### src/rtl/pixel_rmw_pkg.sv
// Shared types and constants for the pixel read-modify-write engine.
package pixel_rmw_pkg;

  typedef enum logic [2:0] {
    IDLE,
    NEXT,
    READ_REQ,
    READ_WAIT,
    SHADE,
    WRITE_REQ,
    DONE
  } state_e;

  // One ARGB pixel occupies one 32-bit framebuffer word.
  localparam int unsigned BYTES_PER_PIXEL = 4;

endpackage

### src/rtl/pixel_addr_gen.sv
// Framebuffer byte address of pixel (x, y): base + (y*STRIDE + x)*BYTES.
// The row multiply is a sum of shifted copies of y, one per set stride bit.
module pixel_addr_gen
  import pixel_rmw_pkg::*;
#(
  parameter int unsigned COORD_W = 16,
  parameter int unsigned ADDR_W  = 32,
  parameter int unsigned STRIDE  = 640,
  parameter int unsigned BYTES   = BYTES_PER_PIXEL
) (
  input  logic [COORD_W-1:0] x,
  input  logic [COORD_W-1:0] y,
  input  logic [ADDR_W-1:0]  base,
  output logic [ADDR_W-1:0]  addr
);

  localparam int unsigned BYTE_SHIFT = $clog2(BYTES);

  logic [ADDR_W-1:0] row_off;
  logic [ADDR_W-1:0] pix_idx;

  // Shift-add row offset, then scale the pixel index to bytes.
  always_comb begin
    // NOTE: combinational logic uses blocking '=' so each partial sum is
    // visible to the next loop iteration within the same evaluation.
    row_off = '0;
    for (int i = 0; i < 32; i++) begin
      if (STRIDE[i]) row_off = row_off + (ADDR_W'(y) << i);
    end
    pix_idx = row_off + ADDR_W'(x);
    addr    = base + (pix_idx << BYTE_SHIFT);
  end

endmodule

### src/rtl/pixel_rmw_engine.sv
// Walks a clipped bounding box in row-major order, reading each pixel from
// the framebuffer, handing it to the shader and writing the result back.
module pixel_rmw_engine
  import pixel_rmw_pkg::*;
#(
  parameter int unsigned COORD_W       = 16,
  parameter int unsigned DATA_W        = 32,
  parameter int unsigned ADDR_W        = 32,
  parameter int unsigned SCREEN_WIDTH  = 640,
  parameter int unsigned SCREEN_HEIGHT = 480,
  parameter int unsigned SHADE_CYCLES  = 1
) (
  input  logic                clock,
  input  logic                reset,
  input  logic                start,
  input  logic [COORD_W-1:0]  x_start,
  input  logic [COORD_W-1:0]  y_start,
  input  logic [COORD_W-1:0]  x_length,
  input  logic [COORD_W-1:0]  y_length,
  input  logic [ADDR_W-1:0]   base_addr_offset,
  input  logic [DATA_W-1:0]   new_color,
  output logic [COORD_W-1:0]  current_x,
  output logic [COORD_W-1:0]  current_y,
  output logic [DATA_W-1:0]   old_color,
  output logic                done,
  output logic                busy,
  output logic [ADDR_W-1:0]   avm_address,
  output logic                avm_read,
  output logic                avm_write,
  output logic [DATA_W-1:0]   avm_writedata,
  output logic [DATA_W/8-1:0] avm_byteenable,
  input  logic                avm_waitrequest,
  input  logic [DATA_W-1:0]   avm_readdata,
  input  logic                avm_readdatavalid
);

  // Coordinates are tracked one bit wider so region end sums never wrap.
  localparam int unsigned        EXT_W      = COORD_W + 1;
  localparam logic [EXT_W-1:0]   SCR_W      = EXT_W'(SCREEN_WIDTH);
  localparam logic [EXT_W-1:0]   SCR_H      = EXT_W'(SCREEN_HEIGHT);
  localparam logic [3:0]         SHADE_LAST = 4'(SHADE_CYCLES - 1);

  state_e             state_q,     state_d;
  logic [COORD_W-1:0] xs_q,        xs_d;
  logic [EXT_W-1:0]   xe_q,        xe_d;
  logic [EXT_W-1:0]   ye_q,        ye_d;
  logic [ADDR_W-1:0]  base_q,      base_d;
  logic [EXT_W-1:0]   ix_q,        ix_d;
  logic [EXT_W-1:0]   iy_q,        iy_d;
  logic [COORD_W-1:0] cur_x_q,     cur_x_d;
  logic [COORD_W-1:0] cur_y_q,     cur_y_d;
  logic [DATA_W-1:0]  old_q,       old_d;
  logic [DATA_W-1:0]  wdata_q,     wdata_d;
  logic [3:0]         shade_cnt_q, shade_cnt_d;

  logic             x_ok, y_ok, xs_ok, ny_ok;
  logic [EXT_W-1:0] ny;

  // Clip tests for the iterator position and for the start of the next row.
  // Columns are contiguous, so once x fails in a row the rest of it fails too.
  always_comb begin
    ny    = iy_q + 1'b1;
    x_ok  = (ix_q < xe_q) && (ix_q < SCR_W);
    y_ok  = (iy_q < ye_q) && (iy_q < SCR_H);
    ny_ok = (ny < ye_q) && (ny < SCR_H);
    xs_ok = ({1'b0, xs_q} < xe_q) && ({1'b0, xs_q} < SCR_W);
  end

  // Next-state and datapath update for the walk / read / shade / write loop.
  always_comb begin
    // NOTE: every _d starts as its _q so no path through the case leaves a
    // signal unassigned, which would otherwise infer a latch.
    state_d     = state_q;
    xs_d        = xs_q;
    xe_d        = xe_q;
    ye_d        = ye_q;
    base_d      = base_q;
    ix_d        = ix_q;
    iy_d        = iy_q;
    cur_x_d     = cur_x_q;
    cur_y_d     = cur_y_q;
    old_d       = old_q;
    wdata_d     = wdata_q;
    shade_cnt_d = shade_cnt_q;

    unique case (state_q)
      IDLE: begin
        if (start) begin
          xs_d    = x_start;
          xe_d    = {1'b0, x_start} + {1'b0, x_length};
          ye_d    = {1'b0, y_start} + {1'b0, y_length};
          base_d  = base_addr_offset;
          ix_d    = {1'b0, x_start};
          iy_d    = {1'b0, y_start};
          state_d = NEXT;
        end
      end
      NEXT: begin
        if (y_ok && x_ok) begin
          cur_x_d = ix_q[COORD_W-1:0];
          cur_y_d = iy_q[COORD_W-1:0];
          ix_d    = ix_q + 1'b1;
          state_d = READ_REQ;
        end else if (y_ok && ny_ok && xs_ok) begin
          cur_x_d = xs_q;
          cur_y_d = ny[COORD_W-1:0];
          ix_d    = {1'b0, xs_q} + 1'b1;
          iy_d    = ny;
          state_d = READ_REQ;
        end else begin
          state_d = DONE;
        end
      end
      READ_REQ: begin
        if (!avm_waitrequest) state_d = READ_WAIT;
      end
      READ_WAIT: begin
        if (avm_readdatavalid) begin
          old_d       = avm_readdata;
          shade_cnt_d = '0;
          state_d     = SHADE;
        end
      end
      SHADE: begin
        if (shade_cnt_q == SHADE_LAST) begin
          wdata_d = new_color;
          state_d = WRITE_REQ;
        end else begin
          shade_cnt_d = shade_cnt_q + 4'd1;
        end
      end
      WRITE_REQ: begin
        if (!avm_waitrequest) state_d = NEXT;
      end
      DONE:    state_d = IDLE;
      default: state_d = IDLE;
    endcase
  end

  // State and datapath registers; reset aborts any region in progress.
  always_ff @(posedge clock or posedge reset) begin
    if (reset) begin
      state_q     <= IDLE;
      xs_q        <= '0;
      xe_q        <= '0;
      ye_q        <= '0;
      base_q      <= '0;
      ix_q        <= '0;
      iy_q        <= '0;
      cur_x_q     <= '0;
      cur_y_q     <= '0;
      old_q       <= '0;
      wdata_q     <= '0;
      shade_cnt_q <= '0;
    end else begin
      // NOTE: registers use non-blocking '<=' so all flops sample the values
      // from before this edge, independent of statement order.
      state_q     <= state_d;
      xs_q        <= xs_d;
      xe_q        <= xe_d;
      ye_q        <= ye_d;
      base_q      <= base_d;
      ix_q        <= ix_d;
      iy_q        <= iy_d;
      cur_x_q     <= cur_x_d;
      cur_y_q     <= cur_y_d;
      old_q       <= old_d;
      wdata_q     <= wdata_d;
      shade_cnt_q <= shade_cnt_d;
    end
  end

  pixel_addr_gen #(
    .COORD_W(COORD_W),
    .ADDR_W (ADDR_W),
    .STRIDE (SCREEN_WIDTH),
    .BYTES  (DATA_W / 8)
  ) u_addr_gen (
    .x   (cur_x_q),
    .y   (cur_y_q),
    .base(base_q),
    .addr(avm_address)
  );

  assign current_x      = cur_x_q;
  assign current_y      = cur_y_q;
  assign old_color      = old_q;
  assign avm_writedata  = wdata_q;
  assign avm_byteenable = '1;
  assign avm_read       = (state_q == READ_REQ);
  assign avm_write      = (state_q == WRITE_REQ);
  assign done           = (state_q == DONE);
  assign busy           = (state_q != IDLE);

endmodule
### config.mk
export PLATFORM = sky130hd
export DESIGN_NAME = pixel_rmw_engine
export DESIGN_NICKNAME = d
export VERILOG_FILES = /design/src/rtl/pixel_rmw_pkg.sv /design/src/rtl/pixel_addr_gen.sv /design/src/rtl/pixel_rmw_engine.sv
export SDC_FILE = /design/constraint.sdc
export NUM_CORES = 1
export LEC_CHECK = 0
export ABC_AREA = 1
export CORE_UTILIZATION = 55
export DETAILED_ROUTE_END_ITERATION = 12
export MAX_ROUTING_LAYER = met4
export PLACE_DENSITY_LB_ADDON = 0.12
export SETUP_SLACK_MARGIN = 0.4
export SYNTH_ARGS = -nofsm -noshare
export SYNTH_HDL_FRONTEND = slang
export SYNTH_SLANG_ARGS = --single-unit
### constraint.sdc
create_clock -name clock -period 12.2 [get_ports clock]
set_input_delay 1.83 -clock clock [delete_from_list [all_inputs] [get_ports clock]]
set_output_delay 1.83 -clock clock [all_outputs]
set_load 0.03 [all_outputs]
### Word level (Yosys, flattened, before mapping)

Cells that the tools add are included.

| cells by class | value |
|---|---|
| reductions and logical operators | 21 |
| multiplexer cells | 23 |
| $lt $le $gt $ge | 8 |
| add/subtract/negate cells | 9 |
| equal/unequal tests | 15 |

Operators with widths:

| kind | count |
|---|---|
| 17-bit two-way mux | 6 |
| 17-bit case mux with 2 select lines | 2 |
| 16-bit two-way mux | 4 |
| 17-bit < comparator | 3 |
| 16-bit by 16-bit adder with 17-bit output | 2 |
| 17-bit by 1-bit adder with 17-bit output, second input constant | 2 |
| 17-bit by 9-bit < comparator with 1-bit output, second input constant | 2 |
| 32-bit by 29-bit adder with 32-bit output | 1 |
| 26-bit by 16-bit adder with 27-bit output | 1 |
| 23-bit by 25-bit adder with 26-bit output | 1 |
| 3-bit two-way mux | 7 |
| 3-bit case mux with 6 select lines | 1 |
| 16-bit by 1-bit adder with 17-bit output, second input constant | 1 |
| 16-bit by 17-bit < comparator with 1-bit output | 1 |
| 17-bit by 10-bit < comparator with 1-bit output, second input constant | 1 |
| 16-bit by 10-bit < comparator with 1-bit output, second input constant | 1 |
| 2-bit inequality test, second input constant | 8 |
| 3-bit == test, second input constant | 3 |
| 4-bit two-way mux | 2 |
| 4-bit case mux with 2 select lines | 1 |
| 2-bit AND reduction | 4 |
| 1-bit logical AND | 7 |
| 3-bit by 2-bit == test with 1-bit output, second input constant | 2 |
| 3-bit AND reduction | 2 |
| 9 further kinds | 11 |

| word-level totals | value |
|---|---|
| bits in registers | 219 |
| output and inout bits | 136 |
| word-level logic and storage cells | 88 |
| input port bits | 165 |

### Longest topological paths before layout

| depth | value |
|---|---|
| depth in word-level cells | 8 |
| depth in mapped cells | 23 |
| gate-level depth less buffers | 23 |

### Hierarchy

From an unflattened synthesis, not the netlist that was laid out.

| second synthesis, totals | value |
|---|---|
| cells, all modules | 2158 |
| area, all modules | 15781.4 um2 |

Modules (own cells, without submodules):

| module | cells each | sequential area each (um2) | times used | area an instance (um2) |
|---|---|---|---|---|
| pixel_rmw_engine | 1550 | 5480.3 | 1 | 12395.6 |
| pixel_addr_gen | 608 | 0.0 | 1 | 3385.7 |

### Worst setup path after synthesis

OpenSTA, ideal clock, no wires.

| timing | value |
|---|---|
| kind | flip-flop to output port |
| start point | reg cur_x_q[9] (netlist: current_x[9]) |
| end point | out avm_address[30] |
| buffers on the path | 0 |
| data arrival time | 4379 ps |
| data required time | 10370 ps |
| slack | 5991 ps |
| cell stages (with the launch flop) | 22 |
| cell sequence | dfrtp_1 -> inv_1 -> fa_1 -> inv_1 -> fa_1 -> a21oi_1 -> o21bai_1 -> a21o_1 -> nand2_1 -> a21oi_1 -> nand3_1 -> nand2_1 -> xor2_1 -> ha_1 -> nand2_1 -> nor4_1 -> nand3b_1 -> nand3_1 -> a21boi_1 -> o21ai_0 -> nand3_1 -> xor2_1 |

| between the ends | value |
|---|---|
| longest elaborated chain between the ends | 2 |

RTL lines:

| item | RTL line | text |
|---|---|---|
| from (decl) | pixel_rmw_engine.sv:50 | `logic [COORD_W-1:0] cur_x_q, cur_x_d;` |
| from (signal assigned) | pixel_rmw_engine.sv:165 | `cur_x_q <= cur_x_d;` |
| 26-bit by 16-bit adder with 27-bit output | pixel_addr_gen.sv:30 | `pix_idx = row_off + ADDR_W'(x);` |
| 32-bit by 29-bit adder with 32-bit output | pixel_addr_gen.sv:31 | `addr = base + (pix_idx << BYTE_SHIFT);` |
| to (decl) | pixel_rmw_engine.sv:27 | `output logic [ADDR_W-1:0] avm_address,` |

No other way between the ends.

### Final worst setup path

| timing | value |
|---|---|
| start point | reg cur_y_q[0] (netlist: current_y[0]) |
| end point | out avm_address[30] |

| between the ends | value |
|---|---|
| longest elaborated chain between the ends | 3 |

RTL lines:

| item | RTL line | text |
|---|---|---|
| from (decl) | pixel_rmw_engine.sv:51 | `logic [COORD_W-1:0] cur_y_q, cur_y_d;` |
| from (signal assigned) | pixel_rmw_engine.sv:166 | `cur_y_q <= cur_y_d;` |
| 23-bit by 25-bit adder with 26-bit output | pixel_addr_gen.sv:28 | `if (STRIDE[i]) row_off = row_off + (ADDR_W'(y) << i);` |
| 26-bit by 16-bit adder with 27-bit output | pixel_addr_gen.sv:30 |  |
| 32-bit by 29-bit adder with 32-bit output | pixel_addr_gen.sv:31 |  |

No other way between the ends.

==> summary.md <==
| Metric | Value |
|---|---|
| Status | `finished clean` |
| Syn-to-layout area delta | `27.2%` |
| P_leak | `9.86 nW` |
| Most area-hungry cell type in the Yosys netlist | `dfrtp_1` |
| H-tree levels | `1` |
| Most used DFF post-synth | `dfrtp_1` |
| Final hold vios | `0` |
| Root buffer cell | `clkbuf_16` |
| Hold Buf Count CTS | `0` |
| Remaining antenna violation count after routing | `0` |
| Worst-skew pair later-pin latency | `0.54 ns` |
| First-pass GRT wire length | `67800 um` |
| Resize count post-CTS | `0` |
| Number of synthesized register bits | `219` |
| Grt ovf | `0` |
| Final hold slack | `0.470 ns` |
| Max frequency | `137 MHz` |
| Placer Congestion | `0.955` |
| Sequential-to-total area share from yosys stat | `0.367` |
| Crit path buf inv count | `3` |
| Startpoint types | `flop` |
| CP Capture Type | `primary output` |
| Worst hold-check path type | `reg -> reg` |
| P per Cell Area | `258 mW/mm2` |
| Async set-or-reset flop fraction in the synthesized netlist | `1.00` |
| Row count | `59` |
| Vias | `14.0k` |
| Share of layout cells above drive strength 1 | `0.0440` |
| Period minus WS final | `7.27 ns` |
| Final Instance Area | `0.0190 mm2` |
| Headroom to the max-slew limit | `0.311` |
| WP data arrival | `5.44 ns` |
| CTS sink cnt | `219` |
| Drt first pass iters | `5` |
| Max-cap violations | `0` |
| CP dominant cell by count | `nand2_1` |
| Yosys top cell area share | `0.367` |
| Syn Area/Cell | `7.49 um2` |
| Diode count | `0` |
| # port buffers | `296` |
| Placed Area | `0.0181 mm2` |
| Reg clk slew, reported paths | `0.05 ns` |
| First DRT Iteration DRCs | `887` |
| Yosys cell types | `55` |
| Crit path required time | `10.37 ns` |
| Overall power | `4.90 mW` |
| CTS tree | `built` |
| Largest net degree at the start of global routing | `98` |
| Routed WL per cell | `15.7 um` |
| Clk_skew | `0.0115 ns` |
| Die H | `167 um` |
| Die W | `167 um` |
| Initial antenna violation count | `0` |
| I/O pin count | `301` |
| Initial Util | `0.566` |
| Clk buf depth | `3` |
| Total Die Area | `0.0278 mm2` |
| Yosys warns | `0` |
| Slowest-stage cell, CP | `clkdlybuf4s50_1` |
| Post-synth EDFFs | `0` |
| Final Setup Violations | `0` |
| Post-route setup TNS | `0 ns` |
| Largest cells by area after synthesis | `dfrtp_1, nand2_1, ha_1` |
| Post-CTS setup buffer count | `0` |
| Vias in the first global route | `13.8k` |
| Worst-path cell chain | `inv_1 > fa_1 > inv_1 > ha_1 > nand3_1 > nand2_1 > nand2_1 > o211ai_1 > nand2_1 > a21oi_1 > a21oi_1 > xnor2_1 > ha_1 > nand2_1 > nor4_1 > nand3b_1 > nand3_1 > a21boi_1 > o21ai_0 > nand3_1 > xor2_1 > clkdlybuf4s50_1` |
| TritonCTS Buffers | `27` |
| Total GRT Usage | `0.309` |
| Most common cell after layout, fill and taps aside | `nand2_1` |
| CP Class | `reg -> out` |
| Synthesized instance count | `1992` |
| Core area | `0.0264 mm2` |
| Most frequent cells in the layout | `nand2_1, clkdlybuf4s50_1, inv_1, dfrtp_1, ha_1` |
| Mapped Area | `0.0149 mm2` |
| Vias per inst | `5.32` |
| Crit Path Max Fanout | `5` |
| DP HPWL | `31800 um` |
| Max incr delay on CP | `0.69 ns` |
| CP top delay family | `simple AND/OR/NAND/NOR gates` |
| Slew Viols, Final | `0` |
| Final Cycle Share | `0.596` |
| Final wirelength | `41300 um` |
| VDD IR max | `0.000130 V` |
| FILL cells | `2175` |
| RSZ-0062 raised after global routing | `no` |
| Worst Tran Pin Value | `1.03 ns` |
| DRC Markers | `0` |
| Layout net count | `2603` |
cells in the mapped netlist (5+ instances only):
master	number
a21oi_1	97
clkbuf_1	30
buf_4	13
ha_1	153
a21o_1	6
a211oi_1	5
fa_1	11
o22ai_1	10
dfrtp_1	219
xnor2_1	14
xor2_1	46
o21ai_1	27
nor2_1	104
inv_1	228
or2_2	12
nor2_2	10
nand2_1	700
o21ai_0	115
nand4_1	9
nor3_1	24
nand3_1	75
nand3_2	5
nor4_1	5
o211ai_1	7
final cells by class:
class                      count  area [um2]  area share
inverter                     235         892      0.0470
tap                          335         419      0.0221
clock inverter                 4        32.5     0.00171
timing repair buffer         303        3020       0.159
clock buffer                  45         843      0.0444
sequential                   219        5480       0.289
multi-input combinational   1488        8300       0.437
worst register-to-register path, stage by stage (launching register included):
cell	delay, ns
dfrtp_1	0.51
ha_1	0.25
nand2_1	0.10
nor2_2	0.15
nand4_2	0.17
nor2_2	0.14
xor2_1	0.21
inv_1	0.08
ha_1	0.29
nand2_1	0.07
o21ai_0	0.07
nor2_1	0.11
o31ai_1	0.08
nor3_1	0.20
nand3_1	0.10
nor2_1	0.15
nand3_2	0.16
nand2_2	0.12
nand2_4	0.19
inv_4	0.31
o211ai_1	0.23
nand2_1	0.10
where the power goes:
part           switching (mW)  internal (mW)  leakage (nW)
Combinational            1.77           1.07          6.65
Clock                   0.313          0.469         0.429
Sequential              0.232           1.04          2.77
state kept, by name, indices dropped and copies added (netlist names):
name / flops
avm_writedata: 32
base_q: 32
current_x: 16
current_y: 16
ix_q: 17
iy_q: 17
old_color: 32
shade_cnt_q: 4
state_q: 3
xe_q: 17
xs_q: 16
ye_q: 17
cell families after synthesis:
group / count (synthesis) / synth area share
AOI/OAI and AO/OA: 298 / 0.111
xor gates and xnor gates: 61 / 0.0363
adders and majority gates: 164 / 0.143
buffers and inverters: 288 / 0.0777
DFF: 219 / 0.367
other: 1 / 0.000251
and+or+nand+nor: 961 / 0.265
per-layer routing:
layer	vias up	part of all wire	global-route usage
met1	6523	0.42	0.375
met3	107	0.057	0.0501
li1	6968	-	-
met4	0	0.037	0.114
met5	-	0	-
met2	397	0.48	0.520
metrics by stage:
stage                util  instances  setup slack (ns)
finish              0.720       2629              4.93
global route        0.720       2629              4.44
CTS                 0.720       2629              4.90
detailed placement  0.687       2580              5.48
global placement    0.687       2580              5.60
floorplan               -       1995              4.38
final timing paths:
check,from,endpoint,slack (ns),cells past startpoint
worst max-delay path,current_y[0]$_DFFE_PP0P_,avm_address[30],4.93,22
worst min-delay path,avm_writedata[7]$_DFFE_PP0P_,avm_writedata[7]$_DFFE_PP0P_,0.47,2
worst min register to register,avm_writedata[7]$_DFFE_PP0P_,avm_writedata[7]$_DFFE_PP0P_,0.47,2
max in group asynchronous,reset,xe_q[10]$_DFFE_PP0P_,8.31,4
worst max register to register,iy_q[0]$_DFFE_PP0P_,current_y[8]$_DFFE_PP0P_,8.34,21
min in group asynchronous,reset,avm_writedata[25]$_DFFE_PP0P_,1.81,2
No activity file was read; power rests on OpenSTA's default activity.
